===== config.mk =====
export PLATFORM = sky130hd
export DESIGN_NAME = light_monitor
export DESIGN_NICKNAME = d
export VERILOG_FILES = /design/src/rtl/light_monitor.sv
export SDC_FILE = /design/constraint.sdc
export NUM_CORES = 1
export LEC_CHECK = 0
export CORE_ASPECT_RATIO = 0.6
export CORE_UTILIZATION = 58
export CTS_CLUSTER_DIAMETER = 50
export DETAILED_ROUTE_END_ITERATION = 12
export GPL_ROUTABILITY_DRIVEN = 0
export GPL_TIMING_DRIVEN = 0
export PLACE_DENSITY = 0.86
export SLEW_MARGIN = 10
export SYNTH_ARGS = -nofsm -noshare
export SYNTH_HDL_FRONTEND = slang
export SYNTH_SLANG_ARGS = --single-unit

===== constraint.sdc =====
create_clock -name clk1 -period 4.3 [get_ports clk1]
set_input_delay 0.645 -clock clk1 [delete_from_list [all_inputs] [get_ports clk1]]
set_output_delay 0.645 -clock clk1 [all_outputs]
set_load 0.1 [all_outputs]

===== src/rtl/light_monitor.sv =====
// Receive-side checker for the two-road lamp interface: registers the six lamps, decodes a
// phase code and keeps sticky lamp/sequence/timing faults plus a saturating event counter.
module light_monitor #(
  parameter int T_G1 = 40,
  parameter int T_Y1 = 5,
  parameter int T_G2 = 30,
  parameter int T_Y2 = 5,
  parameter int CW   = 8
) (
  input  logic          clk1,
  input  logic          rst,
  input  logic          LR1,
  input  logic          LY1,
  input  logic          LG1,
  input  logic          LR2,
  input  logic          LY2,
  input  logic          LG2,
  input  logic          clr,
  output logic [2:0]    phase,
  output logic          fault_lamp,
  output logic          fault_seq,
  output logic          fault_time,
  output logic          fault,
  output logic [CW-1:0] err_count
);

  localparam logic [2:0]    PH_NONE = 3'd0;
  localparam logic [2:0]    PH_G1R2 = 3'd1;
  localparam logic [2:0]    PH_Y1R2 = 3'd2;
  localparam logic [2:0]    PH_R1G2 = 3'd3;
  localparam logic [2:0]    PH_R1Y2 = 3'd4;
  localparam logic [2:0]    PH_INV  = 3'd7;
  localparam logic [CW-1:0] CNT_ONE = {{(CW-1){1'b0}}, 1'b1};
  localparam logic [CW-1:0] CNT_MAX = {CW{1'b1}};

  typedef enum logic {ST_SYNC = 1'b0, ST_TRACK = 1'b1} state_t;

  function automatic logic [2:0] succ(input logic [2:0] ph);
    case (ph)
      PH_G1R2: succ = PH_Y1R2;
      PH_Y1R2: succ = PH_R1G2;
      PH_R1G2: succ = PH_R1Y2;
      PH_R1Y2: succ = PH_G1R2;
      default: succ = PH_NONE;
    endcase
  endfunction

  function automatic logic [CW-1:0] t_req(input logic [2:0] ph);
    case (ph)
      PH_G1R2: t_req = CW'(T_G1);
      PH_Y1R2: t_req = CW'(T_Y1);
      PH_R1G2: t_req = CW'(T_G2);
      PH_R1Y2: t_req = CW'(T_Y2);
      default: t_req = {CW{1'b0}};
    endcase
  endfunction

  function automatic logic is_legal(input logic [2:0] ph);
    case (ph)
      PH_G1R2, PH_Y1R2, PH_R1G2, PH_R1Y2: is_legal = 1'b1;
      default:                            is_legal = 1'b0;
    endcase
  endfunction

  logic [5:0]    lamps_r;
  logic          lamps_vld_r;
  logic [2:0]    phase_now_s;
  logic [2:0]    phase_r;
  logic [CW-1:0] dur_r;
  state_t        state_r;
  state_t        state_nxt_s;
  logic          transition_s;
  logic          lamp_ev_s;
  logic          seq_ev_s;
  logic          time_ev_s;
  logic          fault_lamp_r;
  logic          fault_seq_r;
  logic          fault_time_r;
  logic          fault_r;
  logic [CW-1:0] err_count_r;
  logic          fault_lamp_nxt_s;
  logic          fault_seq_nxt_s;
  logic          fault_time_nxt_s;
  logic [CW-1:0] err_count_base_s;
  logic [CW-1:0] err_count_nxt_s;

  // Stage 1: lamp capture; valid flag keeps stage 2 idle until real lamp data is held
  always_ff @(posedge clk1 or negedge rst) begin
    if (!rst) begin
      lamps_r     <= 6'b000000;
      lamps_vld_r <= 1'b0;
    end else begin
      lamps_r     <= {LR1, LY1, LG1, LR2, LY2, LG2};
      lamps_vld_r <= 1'b1;
    end
  end

  // Lamp pattern to phase code
  always_comb begin
    case (lamps_r)
      6'b001_100: phase_now_s = PH_G1R2;
      6'b010_100: phase_now_s = PH_Y1R2;
      6'b100_001: phase_now_s = PH_R1G2;
      6'b100_010: phase_now_s = PH_R1Y2;
      default:    phase_now_s = PH_INV;
    endcase
  end

  assign transition_s = lamps_vld_r && (phase_now_s != phase_r);

  // Stage 2: phase register and saturating duration counter
  always_ff @(posedge clk1 or negedge rst) begin
    if (!rst) begin
      phase_r <= PH_NONE;
      dur_r   <= {CW{1'b0}};
    end else if (lamps_vld_r) begin
      phase_r <= phase_now_s;
      if (transition_s) begin
        dur_r <= CNT_ONE;
      end else if (dur_r != CNT_MAX) begin
        dur_r <= dur_r + CNT_ONE;
      end
    end
  end

  // FSM state register
  always_ff @(posedge clk1 or negedge rst) begin
    if (!rst) begin
      state_r <= ST_SYNC;
    end else begin
      state_r <= state_nxt_s;
    end
  end

  // FSM next state: INVALID resynchronises, leaving a legal phase starts tracking
  always_comb begin
    state_nxt_s = state_r;
    if (transition_s) begin
      if (phase_now_s == PH_INV) begin
        state_nxt_s = ST_SYNC;
      end else if (is_legal(phase_r)) begin
        state_nxt_s = ST_TRACK;
      end else begin
        state_nxt_s = state_r;
      end
    end else begin
      state_nxt_s = state_r;
    end
  end

  // FSM outputs: fault events; duration is only trusted once tracking
  always_comb begin
    lamp_ev_s = transition_s && (phase_now_s == PH_INV);
    seq_ev_s  = 1'b0;
    time_ev_s = 1'b0;
    if (transition_s && (phase_now_s != PH_INV) && is_legal(phase_r)) begin
      seq_ev_s  = (phase_now_s != succ(phase_r));
      time_ev_s = (state_r == ST_TRACK) && (dur_r != t_req(phase_r));
    end else begin
      seq_ev_s  = 1'b0;
      time_ev_s = 1'b0;
    end
  end

  // clr wipes the old state but events of the same cycle still land
  always_comb begin
    fault_lamp_nxt_s = (clr ? 1'b0 : fault_lamp_r) | lamp_ev_s;
    fault_seq_nxt_s  = (clr ? 1'b0 : fault_seq_r)  | seq_ev_s;
    fault_time_nxt_s = (clr ? 1'b0 : fault_time_r) | time_ev_s;
    err_count_base_s = clr ? {CW{1'b0}} : err_count_r;
    if ((lamp_ev_s || seq_ev_s || time_ev_s) && (err_count_base_s != CNT_MAX)) begin
      err_count_nxt_s = err_count_base_s + CNT_ONE;
    end else begin
      err_count_nxt_s = err_count_base_s;
    end
  end

  // Sticky flags, summary fault and event counter
  always_ff @(posedge clk1 or negedge rst) begin
    if (!rst) begin
      fault_lamp_r <= 1'b0;
      fault_seq_r  <= 1'b0;
      fault_time_r <= 1'b0;
      fault_r      <= 1'b0;
      err_count_r  <= {CW{1'b0}};
    end else begin
      fault_lamp_r <= fault_lamp_nxt_s;
      fault_seq_r  <= fault_seq_nxt_s;
      fault_time_r <= fault_time_nxt_s;
      fault_r      <= fault_lamp_nxt_s | fault_seq_nxt_s | fault_time_nxt_s;
      err_count_r  <= err_count_nxt_s;
    end
  end

  assign phase      = phase_r;
  assign fault_lamp = fault_lamp_r;
  assign fault_seq  = fault_seq_r;
  assign fault_time = fault_time_r;
  assign fault      = fault_r;
  assign err_count  = err_count_r;

endmodule

# After elaboration in Yosys (flattened, before gate mapping)
# Cells that the tools add are included.
word_totals:
  reg_bits: 31
  input_bits: 9
  elab_cells: 65
classes:
  addsub: 2
  eq_ne: 15
  n_mux: 19
  n_bitwise: 5
  n_reduce_logical: 14
op_table:
  columns: ["op", "count"]
  rows:
  - ["8-bit two-way mux", 5]
  - ["3-bit case mux with 4 select lines", 2]
  - ["6-bit case mux with 3 select lines", 1]
  - ["8-bit by 1-bit adder with 8-bit output (second input constant)", 2]
  - ["8-bit inequality test (second input constant)", 2]
  - ["6-bit == test (second input constant)", 2]
  - ["1-bit two-way mux", 10]
  - ["8-bit inequality test", 1]
  - ["3-bit by 2-bit == test with 1-bit output (second input constant)", 2]
  - ["3-bit == test (second input constant)", 2]
  - ["6-bit by 4-bit == test with 1-bit output (second input constant)", 1]
  - ["6-bit by 5-bit == test with 1-bit output (second input constant)", 1]
  - ["1-bit logical AND", 6]
  - ["3-bit inequality test", 2]
  - ["1-bit OR", 5]
  - ["2-bit AND reduction", 2]
  - ["2-bit nonzero test", 2]
  - ["4-bit OR reduction", 1]
  - ["3-bit by 1-bit == test with 1-bit output (second input constant)", 1]
  - ["3-bit two-way mux", 1]
  - ["3-bit inequality test (second input constant)", 1]
  - ["1-bit logical OR", 2]
  - ["2-bit OR reduction", 1]

# Longest topological paths before layout
logic_depth:
  word_depth: 13
  ltp_mapped: 10
  mapped_depth_nobuf: 9

# Least setup slack after synthesis
# Ideal clock, no wire load.
synth_timing:
  path_type: "reg-to-reg"
  start: "register phase_r[2] (netlist: phase[2])"
  end: "register err_count_r[1] (netlist: err_count[1])"
  arrival_ns: 2.869
  t_required_ns: 4.175
  path_slack_ns: 1.306
  stages_incl_launch_ff: 9
  path_buffers: 1
  period_less_slack_ns: 2.994
  path_cell_list: "dfrtp_1 -> buf_2 -> nand2b_1 -> xor2_1 -> o2111ai_1 -> o311ai_0 -> o211ai_2 -> nand3_1 -> mux2_2"
synth_via:
  elab_chain_cells: 10
synth_rtl:
  columns: ["element", "line", "text"]
  rows:
  - ["from (decl)", "68", "logic [2:0] phase_r;"]
  - ["from (signal assigned)", "117", "phase_r <= phase_now_s;"]
  - ["3-bit by 2-bit == test with 1-bit output / 3-bit == test (equally long branches)", "39, 49, 59", null]
  - ["2-bit OR reduction (no line)", null, null]
  - ["6-bit case mux with 3 select lines", "49", "case (ph)"]
  - ["8-bit two-way mux", "156", "if (transition_s && (phase_now_s != PH_INV) && is_legal(phase_r)) begin"]
  - ["8-bit inequality test", "158", "time_ev_s = (state_r == ST_TRACK) && (dur_r != t_req(phase_r));"]
  - ["1-bit logical AND", "158", null]
  - ["1-bit two-way mux", "156", null]
  - ["1-bit logical OR *", "171", "if ((lamp_ev_s || seq_ev_s || time_ev_s) && (err_count_base_s != CNT_MAX)) begin"]
  - ["1-bit logical AND *", "171", null]
  - ["8-bit two-way mux *", "171", null]
  - ["named net err_count_nxt_s[1]", "85", "logic [CW-1:0] err_count_nxt_s;"]
  - ["to (signal assigned)", "185", "err_count_r <= {CW{1'b0}};"]
  - ["to (signal assigned)", "191", "err_count_r <= err_count_nxt_s;"]
  - ["to (decl)", "80", "logic [CW-1:0] err_count_r;"]
# Mark *: on every way through the listed nets, which the timed path passes. The rest lies on a longest branch. The select of a mux whose other input is x is not followed.
# A chain may end at the register's enable or synchronous reset.

# Worst setup path after layout
layout_timing:
  start: "register lamps_r[2]"
  end: "register err_count_r[3] (netlist: err_count[3])"
layout_via:
  elab_chain_cells: 11
layout_rtl:
  columns: ["element", "line", "text"]
  rows:
  - ["from (decl)", "65", "logic [5:0] lamps_r;"]
  - ["from (signal assigned)", "93", "lamps_r <= {LR1, LY1, LG1, LR2, LY2, LG2};"]
  - ["6-bit == test, or another cell as far along", "100", "case (lamps_r)"]
  - ["3-bit case mux with 4 select lines *", "100", null]
  - ["3-bit inequality test", "109", "assign transition_s = lamps_vld_r && (phase_now_s != phase_r);"]
  - ["1-bit logical AND", "109", null]
  - ["1-bit logical AND (2 in series)", "156", null]
  - ["1-bit two-way mux", "156", null]
  - ["1-bit logical OR", "171", null]
  - ["1-bit logical OR *", "171", null]
  - ["1-bit logical AND *", "171", null]
  - ["8-bit two-way mux *", "171", null]
  - ["named net err_count_nxt_s[3]", "85", null]
# Mark *: on every way through the listed nets, which the timed path passes. The rest lies on a longest branch.

==> flow_summary.yaml <==
floorplan:
  coreArea_sq_um: 2890
  die_h_microns: 44.8
  dieWidth_microns: 73.4
  die_area_sq_um: 3290
  row_count: 15
  io_pins: 24
  start_util_pct: 61.4
pwr:
  pwr-share-clk_pct: 35.4
  combPwrFrac_pct: 23.2
  p_int_mw: 0.545
  p_leak_nw: 0.892
  pwr-share-seq_pct: 41.4
  vdd_drop_max_mv: 0.301
  p_switching_mw: 0.277
  p_per_area_nw_per_um2: 380
  sw_frac_of_total_pct: 33.7
timing:
  hold_viol: 0
  slew_headroom_pct: 34.8
  fin_crit_ps: 2820
  skew_ps: 8.67
  max_slew.worst_pin.slew_ps: 974
  period_share_pct: 65.6
  fin_tns_setup_ps: 0
  slew_violations: 0
  setup_violations: 0
  rsz0062_at_grt: "false"
  fmax_mhz: 354
setup_path:
  worst-endpoint-arrival_ps: 3040
  start_kind: "flip-flop"
  startpoint: "lamps_r[2]"
  crit_required_ps: 4520
  r2r_setup_slack_ps: 1480
  worstRegToRegCells: 7
  critPathCaptureType: "flip-flop"
  critPathMaxFanout: 9
  critPathKind: "flip-flop to flip-flop"
  r2r-end: "err_count[3]"
  r2r-start: "lamps_r[2]"
  crit_path_end: "err_count[3]"
clocking:
  cts_tree: "yes"
  hold_buffers: 0
  cts_resized: 0
  root_buffer: "clkbuf_8"
  clock_latency_ps: 290
  clkTransAtPathRegs_ps: 70
  numCtsBuffers: 5
  postCtsSetupRepairBufs: 0
  cts_max_path_buffers: 2
  cts.sinks: 31
  cts.htree.levels: 2
yosys:
  synth_edf_count: 0
  synth-seq-area-share_pct: 43.7
  avgSynthCellArea_sq_um: 9.59
  ys_seq_elements: 31
  synthArstFlopShare_pct: 100
  syn-num-nets: 196
  syn_inst: 185
  synth_area_sq_um: 1770
  ys_warn_count: 0
  synth_flop_cell: "dfrtp_1"
  synth_cell_type_count: 47
final_layout:
  final_cell_mix: "31 x dfrtp_1, 22 x nor2_1, 22 x clkdlybuf4s50_1"
  drive_above_1_share_pct: 12.0
  fillerInstances: 209
  final_common_cell: "dfrtp_1"
  diodes: 0
  final_cells: 258
  num-nets-final: 226
  syn_to_final_growth_pct: 22.0
routing:
  first_iter_violations: 140
  wl_per_cell_microns: 16.7
  drcViolationCount: 0
  viasPerCell: 6.10
  ant_nets: 0
  vias: 1575
  wl_microns: 4300
  first_pass_iters: 5
global_routing:
  overflow: 0
  grt_first_pass_wirelength_microns: 6710
  grt_antenna_before_repair: 0
  grt_pass1_vias: 1441
  grt_max_degree: 32
  grt_usage_pct: 28.4
placement:
  portBuffers: 23
  dp_cells: 250
  place_hpwl_microns: 3010
run:
  drv_cap: 0
worst_hold_path:
  hp-class: "input pin to async pin"
status:
  status: "finished clean"
logic make-up after synthesis:
| group | share of synthesized area, % |
|---|---|
| AO/OA/AOI/OAI | 16.6 |
| AND/OR/NAND/NOR | 24.9 |
| buffers and inverters | 2.96 |
| XOR/XNOR | 7.90 |
| flip-flops | 43.7 |
| adder cells (fa/ha/maj) | 1.41 |
| multiplexers | 2.33 |
| other | 0.211 |
flip-flops by register name, summed over array words and instances, names as in the netlist:
register	count
fault	1
lamps_vld_r	1
fault_time	1
phase	3
fault_seq	1
lamps_r	6
dur_r	8
state_r	1
fault_lamp	1
err_count	8
power by group through the flow:
stage	clock network, mW	registers [mW]	logic [mW]
3_3_place_gp	0	0.341	0.181
4_1_cts	0.294	0.339	0.191
5_1_grt	0.304	0.342	0.202
2_1_floorplan	0	0.401	0.0734
6_report	0.291	0.340	0.191
3_5_place_dp	0	0.344	0.188
cell type report:
class | instances | area, sq um | share of cell area (%)
Clock inverter | 3 | 43.8 | 2.02
Sequential cell | 31 | 776 | 35.8
Inverter | 8 | 30.0 | 1.39
Tap cell | 42 | 52.6 | 2.43
Buffer | 4 | 22.5 | 1.04
Clock buffer | 5 | 68.8 | 3.18
Multi-Input combinational cell | 142 | 946 | 43.7
Timing Repair Buffer | 23 | 225 | 10.4
critical path, cell delays in order (launching register included):
cell and delay, ps:
dfrtp_1 450, or4bb_1 530, a211oi_2 360, nor3_2 90, nor4_1 770, nor3_1 190, a21o_1 230, a21oi_1 120
layer usage:
layer	track usage [%]	vias to the layer above	part of all wire, %
met5	0	-	0
met4	11.9	0	2.6
met3	6.92	16	6.5
met2	45.7	65	45
met1	37.5	769	46
li1	-	725	-
through the flow:
stage / util (%) / cell area (sq um) / hold WS, ps / setup slack, ps / total power, mW
6_report: 74.9 / 2160 / 390 / 1480 / 0.823
2_1_floorplan: - / 1770 / 349 / 1310 / 0.475
5_1_grt: 74.9 / 2160 / 447 / 1270 / 0.848
4_1_cts: 74.9 / 2160 / 420 / 1480 / 0.824
3_3_place_gp: 71.2 / 2060 / 553 / 1480 / 0.523
3_5_place_dp: 71.0 / 2050 / 567 / 1440 / 0.532
worst min-delay path by stage:
stage	depth (start not counted)	endpoint	start	slack, ps
floorplan	0	dur_r[0]	rst	350
global placement	1	err_count[7]	err_count[7]	550
detailed placement	2	dur_r[7]	dur_r[7]	570
CTS	1	err_count[3]	rst	420
global route	1	lamps_r[0]	rst	450
finish	1	lamps_r[5]	rst	390
synth_stat cells, drive strengths merged, types with 4 or more instances:
master | instances | area share [%]
dfrtp | 31 | 44
buf | 4 | 1.3
and4bb | 4 | 2.8
and3 | 5 | 1.8
nand3 | 12 | 3.7
inv | 8 | 1.7
o21ai | 10 | 2.8
nor2b | 5 | 1.8
xnor2 | 9 | 4.4
xor2 | 7 | 3.5
a21oi | 6 | 1.7
nor2 | 22 | 4.7
nor3 | 5 | 1.7
nand2 | 11 | 2.3
Note: power is estimated with default switching activity, not from simulation.
==> RTL edit: new RTL, same settings <==
`CW`: 8 -> 7.
--- a/src/rtl/light_monitor.sv
+++ b/src/rtl/light_monitor.sv
@@ -5,7 +5,7 @@
   parameter int T_Y1 = 5,
   parameter int T_G2 = 30,
   parameter int T_Y2 = 5,
-  parameter int CW   = 8
+  parameter int CW   = 7
 ) (
   input  logic          clk1,
   input  logic          rst,
Ports: changed (resized err_count); port bits go from 24 to 23. The function was not compared with the original's and may differ.
==> RTL edit against the original RTL <==
- first-iteration DRC count increased by 100%
- setup slack got worse by 0.16 ns
- cell area up 1.7%
- total power shrank 3.6%
- routed wire length is 0.23% lower
- global-route usage increased by 0.74 points
- sequential cell count down 2
- via count is 8.2% higher
- synthesized area increased by 3.1%
- fmax down 5.2%
==> RTL edit: results (changes against the original RTL) <==
Run status
  • Outcome: finished, final reports clean

Placed design
  • IO Port Bufs: 22 (-4.3%)
  • Worst Setup Slack post-DPL: 1.083 ns (-0.3580 ns)
  • Estimated wirelength of the detail-placed design: 3101 um (+3.0%)
  • Post-DP Area: 0.002097 mm2 (+2.2%)

Route
  • Wire per inst: 15.66 um (-6.1%)
  • Iteration-0 DRC Markers: 286 (+100%)
  • Met2 wire length: 1859 um (-4.1%)
  • Met3 Routed Length: 295 um (+6.1%)
  • Via/cell ratio: 6.219 (+1.9%)
  • Met1 wire length: 2093 um (+6.2%)

Global route
  • Number of global-route vias before repair: 1531 (+6.2%)
  • Met2 Use GR: 0.4252 (-0.03218)
  • Largest net degree at the start of global routing: 30 (-6.3%)
  • M1 GR Usage: 0.4188 (+0.04359)
  • Met3 Use GR: 0.08850 (+0.01930)
  • First-pass GRT wire length: 7113 um (+6.0%)
  • GRT Resource Usage Total: 0.2914 (+0.007430)

Power
  • Leakage power: 0.0008977 uW (+0.66%)
  • Maximum vdd ir drop: 0.3071 mV (+2.0%)

Setup path
  • CP top delay family: buffers and inverters
  • Arr. time, crit path: 3.13 ns (+0.09 ns)
  • Critical Path Slowest Stage Cell: clkdlybuf4s50_1
  • Slowest stage delay, CP: 0.56 ns (-0.21 ns)
  • Crit Path Max Fanout: 10 (+1)

Clock network
  • CTS Buffer Depth: 2 (unchanged)
  • H-tree depth: 2 (unchanged)
  • Later-pin clock latency in the skew report: around 0.28 ns
  • Worst-path clk slew: 0.07 ns (about the same)
  • CTS Buf Count: 5 (unchanged)
  • Post-cts resize count: 0 (unchanged)

Synthesis
  • Yosys cell types: 56 (+19%)
  • Ys async rst share: 1.000 (unchanged)
  • Synth Warn #: 0 (unchanged)
  • Syn nets: 214 (+9.2%)
  • Leading post-synthesis cells by cell area: dfrtp_1, nand3_1, a21oi_1
  • Commonest cells post-synth: dfrtp_1, nor2_1, nand3_1, inv_1, a21oi_1
  • Seq/Total Area, Yosys: 0.3967 (-0.04052)

Timing
  • Worst clock skew: 0.009110 ns (+0.0004429 ns)
  • Slew at the pin with the worst max-slew slack: 0.9758 ns (+0.001434 ns)

Finish
  • Fillers: 216 (+3.3%)
  • Fraction of layout cells with a size suffix above 1: 0.09052 (-0.02985)
  • Final nets: 243 (+7.5%)
  • ANT cells: 0 (unchanged)
## RTL edit: changes by cell type after synthesis, moves of 5 or more
cell	delta
nand2_1	-8
nand3_1	+5
inv_1	+6
nor2_1	-5
xor2_1	-6
a21oi_1	+7
## RTL edit: kinds of logic (layout without fill, tap and decap cells)
kind of cell / Yosys count / after routing / synth area share
xor+xnor: 7 / 7 / 0.03352
other cells: 1 / 1 / 0.002050
buf+inv: 22 / 51 / 0.04924
flops: 29 / 29 / 0.3967
fa+ha+maj: 3 / 3 / 0.01915
compound gates: 59 / 59 / 0.2237
simple gates: 80 / 80 / 0.2640
mux: 2 / 2 / 0.01163
## RTL edit: final timing paths
path	from	end	slack [ns]	cells past startpoint
min in group clk1	dur_r[6]	dur_r[6]	0.54	2
worst min register to register	dur_r[6]	dur_r[6]	0.54	2
worst min-delay path	rst	lamps_r[4]	0.39	1
worst max-delay path	clr	err_count[4]	1.32	10
max in group asynchronous	rst	lamps_vld_r	3.49	1
worst max register to register	lamps_r[3]	err_count[5]	1.57	7
## RTL edit: layout make-up
type	instances	area (um2)	share of cell area
buffer	7	33.78	0.01535
clock buffer	5	68.82	0.03127
clock inverter	2	35.03	0.01592
inverter	15	56.30	0.02558
multi-input combinational	152	1013	0.4605
sequential	29	725.7	0.3297
tap	42	52.55	0.02388
timing repair buffer	22	215.2	0.09778
## RTL edit: through the flow
stage	cells	hold slack [ns]
6_report	274	0.3891
5_1_grt	274	0.4248
4_1_cts	274	0.4043
3_5_place_dp	267	0.5149
3_3_place_gp	267	0.5020
2_1_floorplan	203	0.3494
## RTL edit: power breakdown
part | switching, uW | internal (uW) | total [uW]
Combinational | 126 | 72.3 | 198
Sequential | 28.3 | 299 | 328
Clock | 99.3 | 168 | 267
